`config.mk`:
```
export PLATFORM = sky130hd
export DESIGN_NAME = div_ctrl
export DESIGN_NICKNAME = d
export VERILOG_FILES = /design/src/rtl/div_ctrl_pkg.sv /design/src/rtl/div_ctrl_iter_unit.sv /design/src/rtl/div_ctrl.sv
export SDC_FILE = /design/constraint.sdc
export NUM_CORES = 1
export LEC_CHECK = 0
export CAP_MARGIN = 10
export CELL_PAD_IN_SITES_DETAIL_PLACEMENT = 1
export CELL_PAD_IN_SITES_GLOBAL_PLACEMENT = 2
export CORE_UTILIZATION = 38
export DETAILED_ROUTE_END_ITERATION = 10
export PLACE_DENSITY = 0.9
export SYNTH_ARGS = -nofsm -noshare
export SYNTH_HDL_FRONTEND = slang
export SYNTH_HIERARCHICAL = 1
export SYNTH_SLANG_ARGS = --single-unit
```
`constraint.sdc`:
```
create_clock -name clk -period 8.1 [get_ports clk]
set_clock_uncertainty 0.1 [all_clocks]
set_input_delay 1.62 -clock clk [delete_from_list [all_inputs] [get_ports clk]]
set_output_delay 1.62 -clock clk [all_outputs]
set_load 0.01 [all_outputs]
```
`src/rtl/div_ctrl_pkg.sv`:
```
// Shared types and constants for the multi-cycle divide controller.
package div_ctrl_pkg;

    localparam int DATA_BUS_WIDTH = 32;
    localparam int DIV_CYCLES_DEF = 32;
    // Working register: {rem[32:0], quo[31:0]}
    localparam int WORK_W = 2 * DATA_BUS_WIDTH + 1;

    typedef logic [DATA_BUS_WIDTH-1:0] data_bus_t;

    typedef enum logic [1:0] {
        DIV_IDLE = 2'd0,
        DIV_ZERO = 2'd1,
        DIV_RUN  = 2'd2,
        DIV_DONE = 2'd3
    } div_state_t;

    // Two's-complement negate when en is set, pass-through otherwise.
    function automatic data_bus_t neg_if(input data_bus_t v, input logic en);
        return en ? (~v + data_bus_t'(1)) : v;
    endfunction

endpackage

```
`src/rtl/div_ctrl_iter_unit.sv`:
```
// One radix-2 restoring division step: shift the working register left,
// trial-subtract the divisor from the partial remainder, keep the
// difference and set the quotient bit when it does not borrow.
module div_iter_unit
    import div_ctrl_pkg::*;
(
    input  logic [WORK_W-1:0] work_in,
    input  data_bus_t         divisor,
    output logic [WORK_W-1:0] work_out
);

    logic [WORK_W-1:0]       shifted;
    logic [DATA_BUS_WIDTH:0] diff;

    // Shift and trial subtract; diff MSB is the borrow of the 33-bit subtract.
    always_comb begin
        shifted  = work_in << 1;
        diff     = shifted[WORK_W-1:DATA_BUS_WIDTH] - {1'b0, divisor};
        work_out = shifted;
        if (!diff[DATA_BUS_WIDTH]) begin
            work_out[WORK_W-1:DATA_BUS_WIDTH] = diff;
            work_out[0]                       = 1'b1;
        end
    end

endmodule

```
`src/rtl/div_ctrl.sv`:
```
// Sequencing controller for the multi-cycle DIV/DIVU path.
// Build option: define DIV_SIGNED_EN to honour signed_div (abs on entry,
// sign fix-up on exit). Without it every divide is unsigned and the
// abs/negate logic is absent; cycle timing is identical either way.
module div_ctrl
    import div_ctrl_pkg::*;
#(
    parameter int DIV_CYCLES = DIV_CYCLES_DEF
) (
    input  logic      clk,
    input  logic      rst,
    input  logic      start,
    input  logic      signed_div,
    input  data_bus_t dividend,
    input  data_bus_t divisor,
    input  logic      cancel,
    output logic      stall_req,
    output logic      result_ready,
    output data_bus_t quotient,
    output data_bus_t remainder
);

    localparam int CNT_W = $clog2(DIV_CYCLES + 1);

    div_state_t        state, nstate;
    logic [CNT_W-1:0]  cnt;
    logic [WORK_W-1:0] work;
    logic [WORK_W-1:0] step_out;
    data_bus_t         dvs_r;
    logic              rdy_q;
    logic              accept;
    logic              last_step;
    data_bus_t         abs_dvd, abs_dvs;
    data_bus_t         q_raw, r_raw, q_fix, r_fix;
    logic              unused_top;

    assign accept    = (state == DIV_IDLE) & start & ~cancel;
    assign last_step = (cnt == CNT_W'(DIV_CYCLES - 1));

    div_iter_unit u_iter (
        .work_in (work),
        .divisor (dvs_r),
        .work_out(step_out)
    );

    assign q_raw      = step_out[DATA_BUS_WIDTH-1:0];
    assign r_raw      = step_out[2*DATA_BUS_WIDTH-1:DATA_BUS_WIDTH];
    // After a step the remainder is below the divisor, so the top bit is always 0.
    assign unused_top = step_out[WORK_W-1];

`ifdef DIV_SIGNED_EN
    logic neg_q, neg_r;

    assign abs_dvd = neg_if(dividend, signed_div & dividend[DATA_BUS_WIDTH-1]);
    assign abs_dvs = neg_if(divisor,  signed_div & divisor[DATA_BUS_WIDTH-1]);
    assign q_fix   = neg_if(q_raw, neg_q);
    assign r_fix   = neg_if(r_raw, neg_r);

    // Capture the sign fix-up flags together with the operands.
    always_ff @(posedge clk or negedge rst) begin
        if (!rst) begin
            neg_q <= 1'b0;
            neg_r <= 1'b0;
        end else if (accept) begin
            neg_q <= signed_div & (dividend[DATA_BUS_WIDTH-1] ^ divisor[DATA_BUS_WIDTH-1]);
            neg_r <= signed_div & dividend[DATA_BUS_WIDTH-1];
        end
    end
`else
    logic unused_sdiv;

    assign abs_dvd     = dividend;
    assign abs_dvs     = divisor;
    assign q_fix       = q_raw;
    assign r_fix       = r_raw;
    assign unused_sdiv = signed_div;
`endif

    // State register.
    always_ff @(posedge clk or negedge rst) begin
        if (!rst) state <= DIV_IDLE;
        else      state <= nstate;
    end

    // Next-state logic; cancel kills any in-flight divide.
    always_comb begin
        nstate = state;
        case (state)
            DIV_IDLE: if (accept) nstate = (divisor == '0) ? DIV_ZERO : DIV_RUN;
            DIV_ZERO: nstate = DIV_DONE;
            DIV_RUN:  if (last_step) nstate = DIV_DONE;
            DIV_DONE: nstate = DIV_IDLE;
            default:  nstate = DIV_IDLE;
        endcase
        if (cancel && state != DIV_IDLE) nstate = DIV_IDLE;
    end

    // Stall is combinational so EX is held in the very cycle start appears;
    // it is dropped while reset is asserted.
    assign stall_req    = rst & (accept | (state == DIV_ZERO) | (state == DIV_RUN));
    // A flush arriving in the DONE cycle suppresses the strobe.
    assign result_ready = rdy_q & ~cancel;

    // Operand latch, iteration datapath and registered result.
    always_ff @(posedge clk or negedge rst) begin
        if (!rst) begin
            cnt       <= '0;
            work      <= '0;
            dvs_r     <= '0;
            rdy_q     <= 1'b0;
            quotient  <= '0;
            remainder <= '0;
        end else begin
            rdy_q <= (nstate == DIV_DONE);
            if (accept && divisor != '0) begin
                work  <= {{(WORK_W-DATA_BUS_WIDTH){1'b0}}, abs_dvd};
                dvs_r <= abs_dvs;
                cnt   <= '0;
            end
            if (state == DIV_RUN) begin
                work <= step_out;
                cnt  <= cnt + CNT_W'(1);
            end
            if (state == DIV_ZERO && nstate == DIV_DONE) begin
                quotient  <= '0;
                remainder <= '0;
            end
            if (state == DIV_RUN && nstate == DIV_DONE) begin
                quotient  <= q_fix;
                remainder <= r_fix;
            end
        end
    end

endmodule
```
==> impl_metrics.csv <==
group,metric,value,unit
outcome,status,"completed",
cells_and_area,syn_to_final_growth,20.8,%
sta,worst_pin_slew,1020,ps
global_routing,grt-ovfl-total,0,
yosys,yosysWarningCount,6,
pwr,vdd_ir_drop_max,0.000163,V
detailed_routing,post_drt_via_cell_ratio,5.85,
critical_path,max_stage_delay,570,ps
flow_run,drv_cap,0,
critical_path,r2r_start,"work[31]",
sta,timing.fmax,189,MHz
floorplan,start_util,0.386,
yosys,avgSynthCellArea,10.5,um^2
placement,place.gp.congestion,0.815,
critical_path,slowest_stage,"clkdlybuf4s50_1",
worst_hold_path,hp-class,"flip-flop to flip-flop",
floorplan,fp-row-count,57,
worst_hold_path,holdCritStartpoint,"remainder[17]",
cells_and_area,n_antenna_cell,0,
detailed_routing,ant_nets,0,
detailed_routing,drt_wl_total,26700,um
worst_hold_path,whs_path_depth,1,
detailed_routing,first_pass_iters,6,
sta,fin_crit_sh,0.652,
global_routing,grt_pass1_wl,43500,um
clocking,cts_root_buf,"clkbuf_16",
cells_and_area,design_area,11300,um^2
pwr,pwr_density_cell,430,nW/um^2
critical_path,reg2reg_depth,16,
clocking,cts_setup_buffers,0,
floorplan,coreArea,24200,um^2
cells_and_area,drive_gt1_frac,0.108,
placement,hpwlAfterDp,17900,um
sta,tns,0,ps
floorplan,die_w,159,um
yosys,syn-cell-area,9350,um^2
cells_and_area,fin_cells,1291,
sta,relSlewSlack,0.317,
global_routing,grt_pass1_vias,7990,
detailed_routing,first_iter_violations,459,
clocking,cts_resized,0,
clocking,clk_pin_slew,70,ps
critical_path,crit_fanout,38,
sta,layout_min_cycle_time,5280,ps
sta,setup_violations,0,
floorplan,die_h,159,um
placement,placed_cells,1259,
critical_path,worstSetupStartpointType,"primary input",
critical_path,r2r_end,"remainder[30]",
placement,port_buffers,133,
detailed_routing,post_drt_wl_per_cell,20.7,um
global_routing,gr-usage-all-layers,0.216,
detailed_routing,via_count,7550,
clocking,cts_buffer_depth,2,
sta,grt_setup_unrepaired,"no",
clocking,numCtsBuffers,17,
pwr,leakagePower,4.94,nW
critical_path,crit_top_cell,"clkdlybuf4s50_1",
clocking,insertion_delay,440,ps
worst_hold_path,worstHoldEndpoint,"remainder[17]",
sta,hold_viol,0,
cells_and_area,nets,1062,
critical_path,path_cells,"clkdlybuf4s50_1, and3b_1, buf_4, o31a_1, clkdlybuf4s50_1",
critical_path,r2r_slack,3390,ps
clocking,clock_sinks,169,
global_routing,grt_antenna_before_repair,0,
detailed_routing,drc,0,
placement,place_area,10700,um^2
critical_path,critical_path_class,"primary input to output pin",
floorplan,io_pins,135,
clocking,cts_htree_levels,4,
yosys,synth_nets,996,
critical_path,endpoint_kind,"output pin",
critical_path,cp.required,6380,ps
critical_path,cp.arrival,3560,ps
yosys,netlist_instances,888,
floorplan,dieArea,25200,um^2
clocking,cts_tree,"built",
clocking,cts_hold_buf,0,
global_routing,grt_max_degree,96,
sta,finalMaxSlewViolations,0,
==> cells in the final DEF, fill, tap and decap left out, types with 3 or more instances in the layout <==
| cell | count |
|---|---|
| a32o_1 | 32 |
| inv_1 | 48 |
| or3_1 | 3 |
| o21ai_0 | 57 |
| o21a_1 | 7 |
| nand3_1 | 10 |
| nor2b_1 | 6 |
| nor3_1 | 8 |
| a22o_1 | 65 |
| a22oi_1 | 3 |
| nor4_1 | 9 |
| dfrtp_1 | 169 |
| a2111o_1 | 3 |
| clkbuf_16 | 17 |
| xnor2_1 | 14 |
| nand2_1 | 36 |
| o21bai_1 | 3 |
| a211oi_1 | 3 |
| a2bb2oi_1 | 32 |
| mux2_1 | 3 |
| o211ai_1 | 4 |
| clkinv_8 | 7 |
| and3_1 | 5 |
| mux2_2 | 47 |
| a31oi_1 | 41 |
| nand4_1 | 9 |
| o31a_1 | 3 |
| ha_1 | 37 |
| a21o_1 | 18 |
| nand3b_1 | 5 |
| clkdlybuf4s50_1 | 132 |
| xor2_1 | 9 |
| nor2_1 | 20 |
| inv_8 | 3 |
| a21oi_1 | 33 |
| buf_4 | 11 |
| o2111ai_1 | 3 |
==> state kept, by name (all words and copies together), names as in the netlist <==
name       count
work          64
remainder     32
quotient      32
cnt            6
state          2
rdy_q          1
dvs_r         32
==> worst max-delay path by stage <==
stage	from	end	slack (ps)	cells past startpoint
global placement	cancel	stall_req	2840	5
floorplan	cancel	stall_req	3850	4
global route	cancel	stall_req	2750	5
finish	cancel	stall_req	2820	5
CTS	cancel	stall_req	2810	5
detailed placement	cancel	stall_req	2830	5
==> routing by layer <==
| metal | wire length, um | track usage | vias up | share of wire |
|---|---|---|---|---|
| met4 | 482 | 0.0695 | 0 | 0.018 |
| met3 | 1340 | 0.0569 | 29 | 0.050 |
| li1 | - | - | 3458 | - |
| met5 | 0 | 0 | - | 0 |
| met2 | 13000 | 0.353 | 159 | 0.49 |
| met1 | 11900 | 0.276 | 3904 | 0.45 |
==> area by class of cell <==
class | instances | area [um^2]
Clock inverter | 15 | 206
Fill cell | 2657 | 13000
Sequential cell | 169 | 4230
Multi-Input combinational cell | 573 | 4430
Clock buffer | 17 | 425
Tap cell | 324 | 405
Timing Repair Buffer | 144 | 1420
Inverter | 49 | 184
==> critical path, delay by kind of cell <==
| family | cells | cell delay, ps |
|---|---|---|
| buf+inv | 3 | 1480 |
| simple gates | 1 | 250 |
| compound gates | 1 | 190 |
==> stage by stage <==
stage / hold slack (ps) / total power (W) / setup slack (ps) / util
5_1_grt: 412 / 0.00522 / 2750 / 0.466
3_5_place_dp: 380 / 0.00399 / 2830 / 0.440
3_3_place_gp: 376 / 0.00389 / 2840 / 0.440
2_1_floorplan: 364 / 0.00342 / 3850 / -
4_1_cts: 400 / 0.00488 / 2810 / 0.466
6_report: 394 / 0.00486 / 2820 / 0.466
==> power breakdown <==
part	leakage [nW]	internal [W]	switching (W)
logic	2.49	0.00118	0.00153
clock network	0.304	0.000427	0.000429
registers	2.15	0.00111	0.000188
No activity file was read; power rests on OpenSTA's default activity.
